==> config.mk <==
export PLATFORM = sky130hd
export DESIGN_NAME = vdo_stream_gate
export DESIGN_NICKNAME = d
export VERILOG_FILES = /design/src/rtl/vdo_pkg.sv /design/src/rtl/vdo_axis_out_reg.sv /design/src/rtl/vdo_stream_gate.sv
export SDC_FILE = /design/constraint.sdc
export NUM_CORES = 1
export LEC_CHECK = 0
export ABC_AREA = 1
export CAP_MARGIN = 0
export CORE_AREA = 2 2 81 83
export CTS_BUF_LIST = sky130_fd_sc_hd__clkbuf_4 sky130_fd_sc_hd__clkbuf_8
export DETAILED_ROUTE_END_ITERATION = 8
export DIE_AREA = 0 0 83 85
export DONT_BUFFER_PORTS = 1
export PLACE_DENSITY_LB_ADDON = 0.1
export SLEW_MARGIN = 20
export SYNTH_ARGS = -nofsm -noshare
export SYNTH_HDL_FRONTEND = slang
export SYNTH_HIERARCHICAL = 1
export SYNTH_SLANG_ARGS = --single-unit
==> constraint.sdc <==
create_clock -name aclk -period 2.2 [get_ports aclk]
set_input_delay 0.22 -clock aclk [delete_from_list [all_inputs] [get_ports aclk]]
set_output_delay 0.22 -clock aclk [all_outputs]
set_load 0.05 [all_outputs]
==> src/rtl/vdo_pkg.sv <==
// Shared video types for the HDMI RX -> CSI-2 TX path.
// Format detection and the stream gate both use these types.
package vdo_pkg;

    localparam int VDO_DATA_W = 48;

    typedef enum logic [1:0] {
        NOVIDEO   = 2'b00,
        P60AT1080 = 2'b01,
        P30AT4K   = 2'b10,
        P60AT4K   = 2'b11
    } frame_fmt_t;

    typedef enum logic [1:0] {
        IDLE     = 2'd0,
        WAIT_SOF = 2'd1,
        PASS     = 2'd2,
        DRAIN    = 2'd3
    } gate_state_t;

endpackage

==> src/rtl/vdo_axis_out_reg.sv <==
// Single-stage AXI4-Stream register.
// Data is held while the output is stalled, and valid is never retracted.
module vdo_axis_out_reg
    import vdo_pkg::*;
#(
    parameter int DATA_W = VDO_DATA_W
) (
    input  logic              aclk,
    input  logic              aresetn,
    input  logic              in_valid,
    input  logic [DATA_W-1:0] in_data,
    input  logic              in_last,
    input  logic              in_user,
    output logic              in_ready,
    output logic              out_valid,
    output logic [DATA_W-1:0] out_data,
    output logic              out_last,
    output logic              out_user,
    input  logic              out_ready
);

    assign in_ready = !out_valid || out_ready;

    always_ff @(posedge aclk or negedge aresetn) begin
        if (!aresetn) begin
            out_valid <= 1'b0;
            out_data  <= '0;
            out_last  <= 1'b0;
            out_user  <= 1'b0;
        end else if (in_valid && in_ready) begin
            out_valid <= 1'b1;
            out_data  <= in_data;
            out_last  <= in_last;
            out_user  <= in_user;
        end else if (out_ready) begin
            out_valid <= 1'b0;
        end
    end

endmodule

==> src/rtl/vdo_stream_gate.sv <==
// Frame-aligned video gate: passes whole frames only after the format has been stable.
// Outside PASS the input is always accepted and discarded, so the RX side never stalls.
module vdo_stream_gate
    import vdo_pkg::*;
#(
    parameter int DATA_W      = VDO_DATA_W,
    parameter int STABLE_SECS = 2
) (
    input  logic              aclk,
    input  logic              aresetn,
    input  logic [DATA_W-1:0] s_axis_video_tdata,
    input  logic              s_axis_video_tvalid,
    output logic              s_axis_video_tready,
    input  logic              s_axis_video_tlast,
    input  logic              s_axis_video_tuser,
    input  logic [1:0]        frameFormat,
    input  logic              oneSecPulse,
    output logic [DATA_W-1:0] m_axis_video_tdata,
    output logic              m_axis_video_tvalid,
    input  logic              m_axis_video_tready,
    output logic              m_axis_video_tlast,
    output logic              m_axis_video_tuser,
    output logic [1:0]        gateState,
    output logic              fmtLocked,
    output logic [15:0]       dropFrameCnt,
    output logic [7:0]        fmtChangeCnt
);

    localparam int SW = $clog2(STABLE_SECS + 1);
    localparam logic [SW-1:0] STABLE_MAX = SW'(STABLE_SECS);

    gate_state_t   state, stateNext;
    frame_fmt_t    curFmt, lastFmt;
    logic [SW-1:0] stableCnt;
    logic          fmtChg;
    logic          sReady, regInReady;
    logic          sAccept, sofAccept;
    logic          loadBeat, dropSof;

    assign curFmt    = frame_fmt_t'(frameFormat);
    assign fmtChg    = (curFmt != lastFmt);
    assign fmtLocked = (stableCnt == STABLE_MAX);
    assign gateState = state;

    // Reset forces every output low, including the otherwise always-high discard ready.
    assign s_axis_video_tready = aresetn && sReady;
    assign sAccept   = s_axis_video_tvalid && s_axis_video_tready;
    assign sofAccept = sAccept && s_axis_video_tuser;

    always_ff @(posedge aclk or negedge aresetn) begin
        if (!aresetn) begin
            lastFmt      <= NOVIDEO;
            stableCnt    <= '0;
            fmtChangeCnt <= '0;
            dropFrameCnt <= '0;
        end else begin
            lastFmt <= curFmt;
            if (fmtChg) begin
                fmtChangeCnt <= fmtChangeCnt + 8'd1;
                stableCnt    <= '0;
            end else if (oneSecPulse && curFmt != NOVIDEO && stableCnt != STABLE_MAX) begin
                stableCnt <= stableCnt + 1'b1;
            end
            if (dropSof && dropFrameCnt != 16'hFFFF) begin
                dropFrameCnt <= dropFrameCnt + 16'd1;
            end
        end
    end

    always_ff @(posedge aclk or negedge aresetn) begin
        if (!aresetn) begin
            state <= IDLE;
        end else begin
            state <= stateNext;
        end
    end

    // A format change on the same cycle as a WAIT_SOF start-of-frame wins: that frame is dropped.
    always_comb begin
        stateNext = state;
        loadBeat  = 1'b0;
        dropSof   = 1'b0;
        sReady    = 1'b1;
        case (state)
            IDLE: begin
                dropSof = sofAccept;
                if (fmtLocked) begin
                    stateNext = WAIT_SOF;
                end
            end
            WAIT_SOF: begin
                if (!fmtLocked || fmtChg) begin
                    dropSof   = sofAccept;
                    stateNext = IDLE;
                end else if (sofAccept) begin
                    loadBeat  = 1'b1;
                    stateNext = PASS;
                end
            end
            PASS: begin
                sReady   = regInReady;
                loadBeat = sAccept;
                if (fmtChg || curFmt == NOVIDEO) begin
                    stateNext = DRAIN;
                end
            end
            DRAIN: begin
                dropSof = sofAccept;
                if (!m_axis_video_tvalid) begin
                    stateNext = IDLE;
                end
            end
            default: stateNext = IDLE;
        endcase
    end

    vdo_axis_out_reg #(
        .DATA_W(DATA_W)
    ) u_out_reg (
        .aclk      (aclk),
        .aresetn   (aresetn),
        .in_valid  (loadBeat),
        .in_data   (s_axis_video_tdata),
        .in_last   (s_axis_video_tlast),
        .in_user   (s_axis_video_tuser),
        .in_ready  (regInReady),
        .out_valid (m_axis_video_tvalid),
        .out_data  (m_axis_video_tdata),
        .out_last  (m_axis_video_tlast),
        .out_user  (m_axis_video_tuser),
        .out_ready (m_axis_video_tready)
    );

endmodule

==> results of run 1 <==
per-stage QoR:
step	setup WS [ns]	instances	area, um^2	util	total power (uW)
after floorplan	0.0572	460	3980	-	2950
after global placement	0.355	543	4120	0.663	3170
after detailed placement	0.312	543	4120	0.663	3200
after CTS	0.286	578	4540	0.731	4390
after global routing	0.0719	578	4540	0.731	4580
final	0.267	578	4540	0.731	4350
worst paths after layout:
kind                                        start                     end  slack [ns]  cells past startpoint
max                                    lastFmt[0]   u_out_reg/out_data[9]        0.27                      8
min                        s_axis_video_tdata[26]  u_out_reg/out_data[26]        0.01                      2
max reg2reg                            lastFmt[0]   u_out_reg/out_data[9]        0.27                      8
min reg2reg                          stableCnt[0]            stableCnt[0]        0.54                      1
max in group asynchronous                 aresetn            gateState[0]        1.42                      2
min in group asynchronous                 aresetn         dropFrameCnt[9]        0.45                      2
report_power, final:
part           switching (uW)  total, uW  leakage (uW)  internal, uW
sequential                589       2260       0.00110          1670
combinational             661        961       0.00123           300
clock                     557       1130      0.000105           571
layer usage:
metal | share of wire | GRT usage | wire length [um] | up-vias
met5 | 0.0015 | 0 | 13 | -
met4 | 0.020 | 0.0954 | 171 | 2
met3 | 0.087 | 0.0856 | 756 | 22
met2 | 0.48 | 0.413 | 4160 | 126
met1 | 0.41 | 0.337 | 3600 | 1512
li1 | - | - | - | 1560
placed cells by master (no fill, tap or decap), types with 3 or more instances in the layout:
cell	synthesis	routed
nand2_1	175	175
dfrtp_1	81	79
nand3_1	61	61
buf_4	11	26
nand4_1	23	23
inv_1	21	21
nor2_1	18	18
dlygate4sd3_1	0	18
nand2_2	11	11
xor2_1	11	11
clkbuf_8	0	10
ha_1	8	8
xnor2_1	4	4
nor3_1	4	4
nand2_4	3	3
sequential cells by signal, indices dropped and copies added (netlist names), named ones only:
signal / flops
stableCnt: 2
u_out_reg/out_valid: 1
u_out_reg/out_last: 1
lastFmt: 2
dropFrameCnt: 16
u_out_reg/out_user: 1
fmtChangeCnt: 8
gateState: 1
u_out_reg/out_data: 48
cells by family (layout without fill, tap and decap cells):
group / after synthesis / count (layout) / synth area share
compound gates: 8 / 8 / 0.0126
xor+xnor: 15 / 15 / 0.0331
fa+ha+maj: 8 / 8 / 0.0252
buf+inv: 43 / 84 / 0.0640
flops: 81 / 81 / 0.511
simple gates: 305 / 305 / 0.354
cells in the mapped netlist (all sizes together):
cell type and instances:
a211oi 1, dfrtp 81, buf 19, clkbuf 1, a21boi 1, nor2 22, ha 8, nor3 5
nand2 190, xor2 11, o21ai 2, inv 23, a21oi 2, o21a 1, nand4 23, xnor2 4
nand3b 2, nand3 63, a22oi 1
worst max-delay path, delay by kind of cell (launching register included):
kind	cells	cell delay, ns
buf+inv	1	0.35
xor+xnor	1	0.25
compound gates	1	0.22
simple gates	5	0.62
flops	1	0.41
area by class of cell:
cell class              instances  area [um^2]  share of cell area
clock buffers                  10          138              0.0303
clock inverters                 6         75.1              0.0166
inverters                      23         86.3              0.0190
multi-input cells             336         1710               0.377
flip-flops and latches         81         2030               0.447
well taps                      77         96.3              0.0212
repair buffers                 45          403              0.0888
==> summary.md, run 1 <==
| Metric | Value |
|---|---|
| Slew @ Worst Pin | 0.550 ns |
| Critical path capture point type | flop |
| Placer Congestion | 0.822 |
| Share of layout cells above drive strength 1 | 0.142 |
| Post-Synthesis Cell Area | slightly below 4000 um^2 |
| Detailed placer's ending HPWL | just under 6000 um |
| CTS tree | built |
| H-tree depth | 3 |
| Largest net degree at the start of global routing | 82 |
| LEAKAGE | ~0.0024 uW |
| Initial core utilization | 0.639 |
| VDD IR-drop max | 0.00106 V |
| Critical Path, Cell by Cell | xnor2_1 > nand3_1 > nor2_1 > nand2_1 > a21oi_4 > buf_4 > nand3_1 > nand2_1 |
| Synth top area cells | dfrtp_1 (51%), nand2_1 (17%), nand3_1 (7.7%), nand4_1 (3.6%), ha_1 (2.5%) |
| Resize count post-CTS | 0 |
| Core Box Area | 6200 um^2 |
| Post-route ant nets | 0 |
| Setup CP Type | flop to flop |
| Drt total wl | 8690 um |
| Max frequency | slightly above 500 MHz |
| Worst skew pair latency | approximately 0.35 ns |
| Register area share after synthesis | 0.511 |
| Final net count | 561 |
| Data arrival time of the critical path | around 2.2 ns |
| DRC Markers | 0 |
| Avg Vias per Cell | between 5 and 6 |
| Synth-to-Final Area Change | 14.4% |
| Synth cell types | 31 |
| Num rows | 29 |
| Worst-path fanout max | 32 |
| Final setup skew | between 0.01 and 0.015 ns |
| Global-route wire length before repair | 15000 um |
| GRT Overall Usage | 0.260 |
| Final TNS setup | 0 ns |
| Minimum clock period | 1.93 ns |
| CTS buffer count | 9 |
| Root Driver | clkbuf_8 |
| Total clock sinks | 81 |
| Post-synthesis cell count | 460 |
| Post-CTS Setup Inserts | 0 |
| Worst Setup Start Kind | flop |
| Final hold viol count | 0 |
| Die H | 85 um |
| IO buf count | 0 |
| Post-Syn Nets | ~530 |
| Largest area contributor in the netlist | dfrtp_1 |
| Top-Level Pins | ~140 |
| Synth warnings | 6 |
| Top-area cell type share of the netlist area | 0.511 |
| CTS clock-pin slew for the worst setup and hold paths | approximately 0.090 ns |
| Via count | 3222 |
| Total gr overflow | 0 |
| Crit-path slowest cell | dfrtp_1 |
| PwrDens | 959 nW/um^2 |
| Max Transition Viols Final | 0 |
| WL per Instance | around 15 um |
| Die W | 83 um |
| Worst path required time | between 2 and 2.5 ns |
| Tcrit/Tclk final | 0.879 |
| Initial antenna violation count | 1 |
| WHS | 0.0117 ns |
| Max Cap Viol | 0 |
| Fill cells | 490 |
| Final setup fails | 0 |
| Outcome | complete, no violations |
| RSZ-0062 raised after global routing | false |
| Drt first-iter violations | between 200 and 250 |
| Worst rel slew slack | 0.634 |
| Syn Area/Cell | 8.62 um^2 |
| Drt first pass iters | 5 |
| Clk buf depth | 2 |
| Max incr delay on CP | just over 0.4 ns |
| Worst hold path class | input port to flop |
| Die area | 7060 um^2 |
| Synth Register Bits | 81 |
| CTS Hold Buffers Added | 19 |
| ANT cells | 0 |
| Number of global-route vias before repair | 3198 |
Power figures use the tool's default switching activity.
==> run 2: changes to the inputs <==
--- a/config.mk
+++ b/config.mk
@@ -6,7 +6,7 @@
 export NUM_CORES = 1
 export LEC_CHECK = 0
 export ABC_AREA = 1
-export CAP_MARGIN = 0
+export CAP_MARGIN = 5
 export CORE_AREA = 2 2 81 83
 export CTS_BUF_LIST = sky130_fd_sc_hd__clkbuf_4 sky130_fd_sc_hd__clkbuf_8
 export DETAILED_ROUTE_END_ITERATION = 8
==> results of run 2 <==
The final DEF is identical to that of run 1; final timing and power are the same.
==> run 3: changes to the inputs <==
--- a/config.mk
+++ b/config.mk
@@ -7,14 +7,15 @@
 export LEC_CHECK = 0
 export ABC_AREA = 1
 export CAP_MARGIN = 5
-export CORE_AREA = 2 2 81 83
+export CELL_PAD_IN_SITES_DETAIL_PLACEMENT = 0
+export CELL_PAD_IN_SITES_GLOBAL_PLACEMENT = 1
+export CORE_AREA = 2 2 95 97
 export CTS_BUF_LIST = sky130_fd_sc_hd__clkbuf_4 sky130_fd_sc_hd__clkbuf_8
 export DETAILED_ROUTE_END_ITERATION = 8
-export DIE_AREA = 0 0 83 85
+export DIE_AREA = 0 0 97 99
 export DONT_BUFFER_PORTS = 1
 export PLACE_DENSITY_LB_ADDON = 0.1
 export SLEW_MARGIN = 20
 export SYNTH_ARGS = -nofsm -noshare
 export SYNTH_HDL_FRONTEND = slang
-export SYNTH_HIERARCHICAL = 1
 export SYNTH_SLANG_ARGS = --single-unit
==> run 3 against run 2 <==
Compared with the run above:
- sequential power grew 25%
- non-clock buffer count grew 4
- via count grew 0.47%
- first-iteration DRC count shrank 48%
- sequential cell count is the same
- clock power shrank 8%
- worst setup slack gained 0.18 ns
- combinational power grew 34%
- routed wire length grew 11%
- critical endpoint is now u_out_reg.out_data[47]
- highest routed layer is now met4
==> summary.md, run 3 <==
| Metric | Value |
|---|---|
| Top Registers | u_out_reg.out_data (48), dropFrameCnt (16), fmtChangeCnt (8) (was u_out_reg/out_data (48), dropFrameCnt (16), fmtChangeCnt (8)) |
| IO buf count | 0 (unchanged) |
| GR peak layer | met2 (unchanged) |
| Clk buf depth | 2 (unchanged) |
| Max Cap Viol | 0 (unchanged) |
| Total clock sinks | 81 (unchanged) |
| Most frequent cells in the layout | nand2_1 (180), dfrtp_1 (81), nand4_1 (60) (was nand2_1 (175), dfrtp_1 (79), nand3_1 (61)) |
| PwrDens | 1130 nW/um^2 (was 959 nW/um^2) |
| Top-Level Pins | 136 (unchanged) |
| Final hold viol count | 0 (unchanged) |
| Max frequency | 570 MHz (was 517 MHz) |
| Post-synthesis cell count | 465 (was 460) |
| Placed inst area | 4170 um^2 (was 4120 um^2) |
| Tcrit/Tclk final | 0.797 (was 0.879) |
| Critical path capture point type | flop (unchanged) |
| Commonest cells in the netlist | nand2_1 (180), dfrtp_1 (81), nand4_1 (60) (was nand2_1 (175), dfrtp_1 (81), nand3_1 (61)) |
| Data arrival time of the critical path | 2.04 ns (was 2.21 ns) |
| Worst r2r path cells | 8 (unchanged) |
| Initial antenna violation count | 0 (was 1) |
| Worst Setup Start Kind | flop (unchanged) |
| Final setup skew | 0.0127 ns (was 0.0119 ns) |
| Post-synth EDFFs | 0 (unchanged) |
| Count leader, synth | nand2_1 (unchanged) |
| Outcome | complete, no violations (unchanged) |
| Worst skew pair latency | 0.34 ns (was 0.35 ns) |
| ANT cells | 0 (unchanged) |
| LEAKAGE | 0.00238 uW (was 0.00243 uW) |
| Worst-path fanout max | 51 (was 32) |
| Number of global-route vias before repair | 3153 (was 3198) |
| CTS tree | built (unchanged) |
| Synth-to-Final Area Change | 16.4% (was 14.4%) |
| Setup CP Type | flop to flop (unchanged) |
| Slew @ Worst Pin | 0.569 ns (was 0.550 ns) |
| Worst path required time | 2.48 ns (about the same) |
| Met1 GRT Util | 0.276 (was 0.337) |
| Post-route ant nets | 0 (unchanged) |
| Post-CTS Setup Inserts | 0 (unchanged) |
| Syn Area/Cell | 8.43 um^2 (was 8.62 um^2) |
| CTS buffer count | 9 (unchanged) |
| Synth cell types | 26 (was 31) |
| Num rows | 34 (was 29) |
| Largest net degree at the start of global routing | 82 (unchanged) |
| Resize count post-CTS | 0 (unchanged) |
| Synth top area cells | dfrtp_1 (52%), nand2_1 (17%), nand4_1 (9.6%), nand3_1 (3.3%), inv_1 (2.8%) (was dfrtp_1 (51%), nand2_1 (17%), nand3_1 (7.7%), nand4_1 (3.6%), ha_1 (2.5%)) |
| Share of layout cells above drive strength 1 | 0.117 (was 0.142) |
| Final TNS setup | 0 ns (unchanged) |
| DRC Markers | 0 (unchanged) |
| RSZ-0062 raised after global routing | false (unchanged) |
| Core Box Area | 8550 um^2 (was 6200 um^2) |
| Post-synth ARST share | 1.00 (unchanged) |
| Hold path depth | 2 (unchanged) |
| Die H | 99 um (was 85 um) |
| Worst rel slew slack | 0.620 (was 0.634) |
| GRT Overall Usage | 0.205 (was 0.260) |
| Via count | 3237 (was 3222) |
| Post-Syn Nets | 530 (was 525) |
| Total gr overflow | 0 (unchanged) |
| Final net count | 567 (was 561) |
| Minimum clock period | 1.75 ns (was 1.93 ns) |
| CTS clock-pin slew for the worst setup and hold paths | 0.08 ns (was 0.09 ns) |
| Detailed placer's ending HPWL | 6230 um (was 5870 um) |
| Most flops, register | u_out_reg.out_data (was u_out_reg/out_data) |
| Initial core utilization | 0.459 (was 0.639) |
| Fill cells | 810 (was 490) |
| Worst hold path class | input port to flop (unchanged) |
| Synth warnings | 0 (was 6) |
| Top-area cell type share of the netlist area | 0.517 (was 0.511) |
| Placer Congestion | 0.842 (was 0.822) |
| Drt first pass iters | 6 (was 5) |
| Drt total wl | 9610 um (was 8690 um) |
| Synth Flop Type | dfrtp_1 (unchanged) |
| Flip-flop count of the largest register after layout | 48 (unchanged) |
| Max Transition Viols Final | 0 (unchanged) |
| Register area share after synthesis | 0.517 (was 0.511) |
| Final Cell Area | 4560 um^2 (was 4540 um^2) |
| WL per Instance | 15.7 um (was 15.0 um) |
| Largest area contributor in the netlist | dfrtp_1 (unchanged) |
| Avg Vias per Cell | 5.27 (was 5.57) |
| Die W | 97 um (was 83 um) |
| Root Driver | clkbuf_8 (unchanged) |
| Met3 Use GR | 0.0695 (was 0.0856) |
| Drt first-iter violations | 128 (was 247) |
| Global-route wire length before repair | 15900 um (was 15000 um) |
| Post-Synthesis Cell Area | 3920 um^2 (was 3970 um^2) |
| Die area | 9600 um^2 (was 7060 um^2) |
| VDD IR-drop max | 0.000585 V (was 0.00106 V) |
| Commonest non-fill, non-tap cell in the layout | nand2_1 (unchanged) |
| Met2 usage | 0.311 (was 0.413) |
| Final setup fails | 0 (unchanged) |
| Synth Register Bits | 81 (unchanged) |
| H-tree depth | 3 (unchanged) |
run 3: changes by cell type after synthesis, moves of 5 or more:
| cell | previous run | this run |
|---|---|---|
| nand4_1 | 23 | 60 |
| buf_2 | 2 | 17 |
| buf_4 | 11 | 0 |
| inv_1 | 21 | 29 |
| nand3_1 | 61 | 26 |
| nand2_1 | 175 | 180 |
| nand2_2 | 11 | 4 |
run 3: cell families (layout without fill, tap and decap cells):
group,count (synthesis),in the layout,synth area share
AOI/OAI and AO/OA,6,6,0.0118
and+or+nand+nor,300,300,0.350
xor gates and xnor gates,17,17,0.0380
DFF,81,81,0.517
adders and majority gates,8,8,0.0255
buffers and inverters,53,94,0.0581
run 3: layer usage:
metal / part of all wire / wire [um]
met3: 0.080 / 764
met4: 0.011 / 107
met2: 0.47 / 4520
met1: 0.44 / 4220
met5: 0 / 0
run 3: worst paths after layout:
| check | to | startpoint | slack [ns] |
|---|---|---|---|
| setup / recovery | u_out_reg.out_data[47] | gateState[0] | 0.45 |
| hold / removal | u_out_reg.out_data[28] | s_axis_video_tdata[28] | 0.02 |
| setup reg to reg | u_out_reg.out_data[47] | gateState[0] | 0.45 |
| hold reg to reg | dropFrameCnt[9] | dropFrameCnt[9] | 0.55 |
| max in group asynchronous | dropFrameCnt[0] | aresetn | 1.40 |
| min in group asynchronous | dropFrameCnt[4] | aresetn | 0.38 |
run 3: area by class of cell:
type                    instances  area (um^2)  area share
well taps                     108          135      0.0296
multi-input cells             331         1670       0.366
flip-flops and latches         81         2030       0.444
clock buffers                   9          124      0.0271
clock inverters                 6         60.1      0.0132
repair buffers                 49          433      0.0949
inverters                      30          113      0.0247
run 3: worst max-delay path: stages (launching register included):
cell	delay [ns]
dfrtp_1	0.38
inv_1	0.09
ha_1	0.33
inv_1	0.10
nor2_4	0.05
nand3_2	0.06
buf_4	0.44
nand2_1	0.13
nand2_1	0.10
run 3: per-stage QoR:
step                setup WS [ns]  total power (uW)  hold slack (ns)   util  cells
floorplan                   0.127              3730          -0.0756      -    465
global placement            0.491              4070          -0.0734  0.488    580
detailed placement          0.442              4090          -0.0734  0.488    580
CTS                         0.445              5220         0.000800  0.532    613
global route                0.236              5480         0.000479  0.534    614
finish                      0.446              5160           0.0209  0.534    614
run 3: report_power, final:
part	internal, uW	switching (uW)	total, uW
registers	1790	1040	2830
clock network	512	533	1040
logic	404	883	1290
run 3: timing repair:
action,CTS,global route
endpoints found under the setup margin,0,0
hold buffers,18,1
hold endpoints to repair,97,1
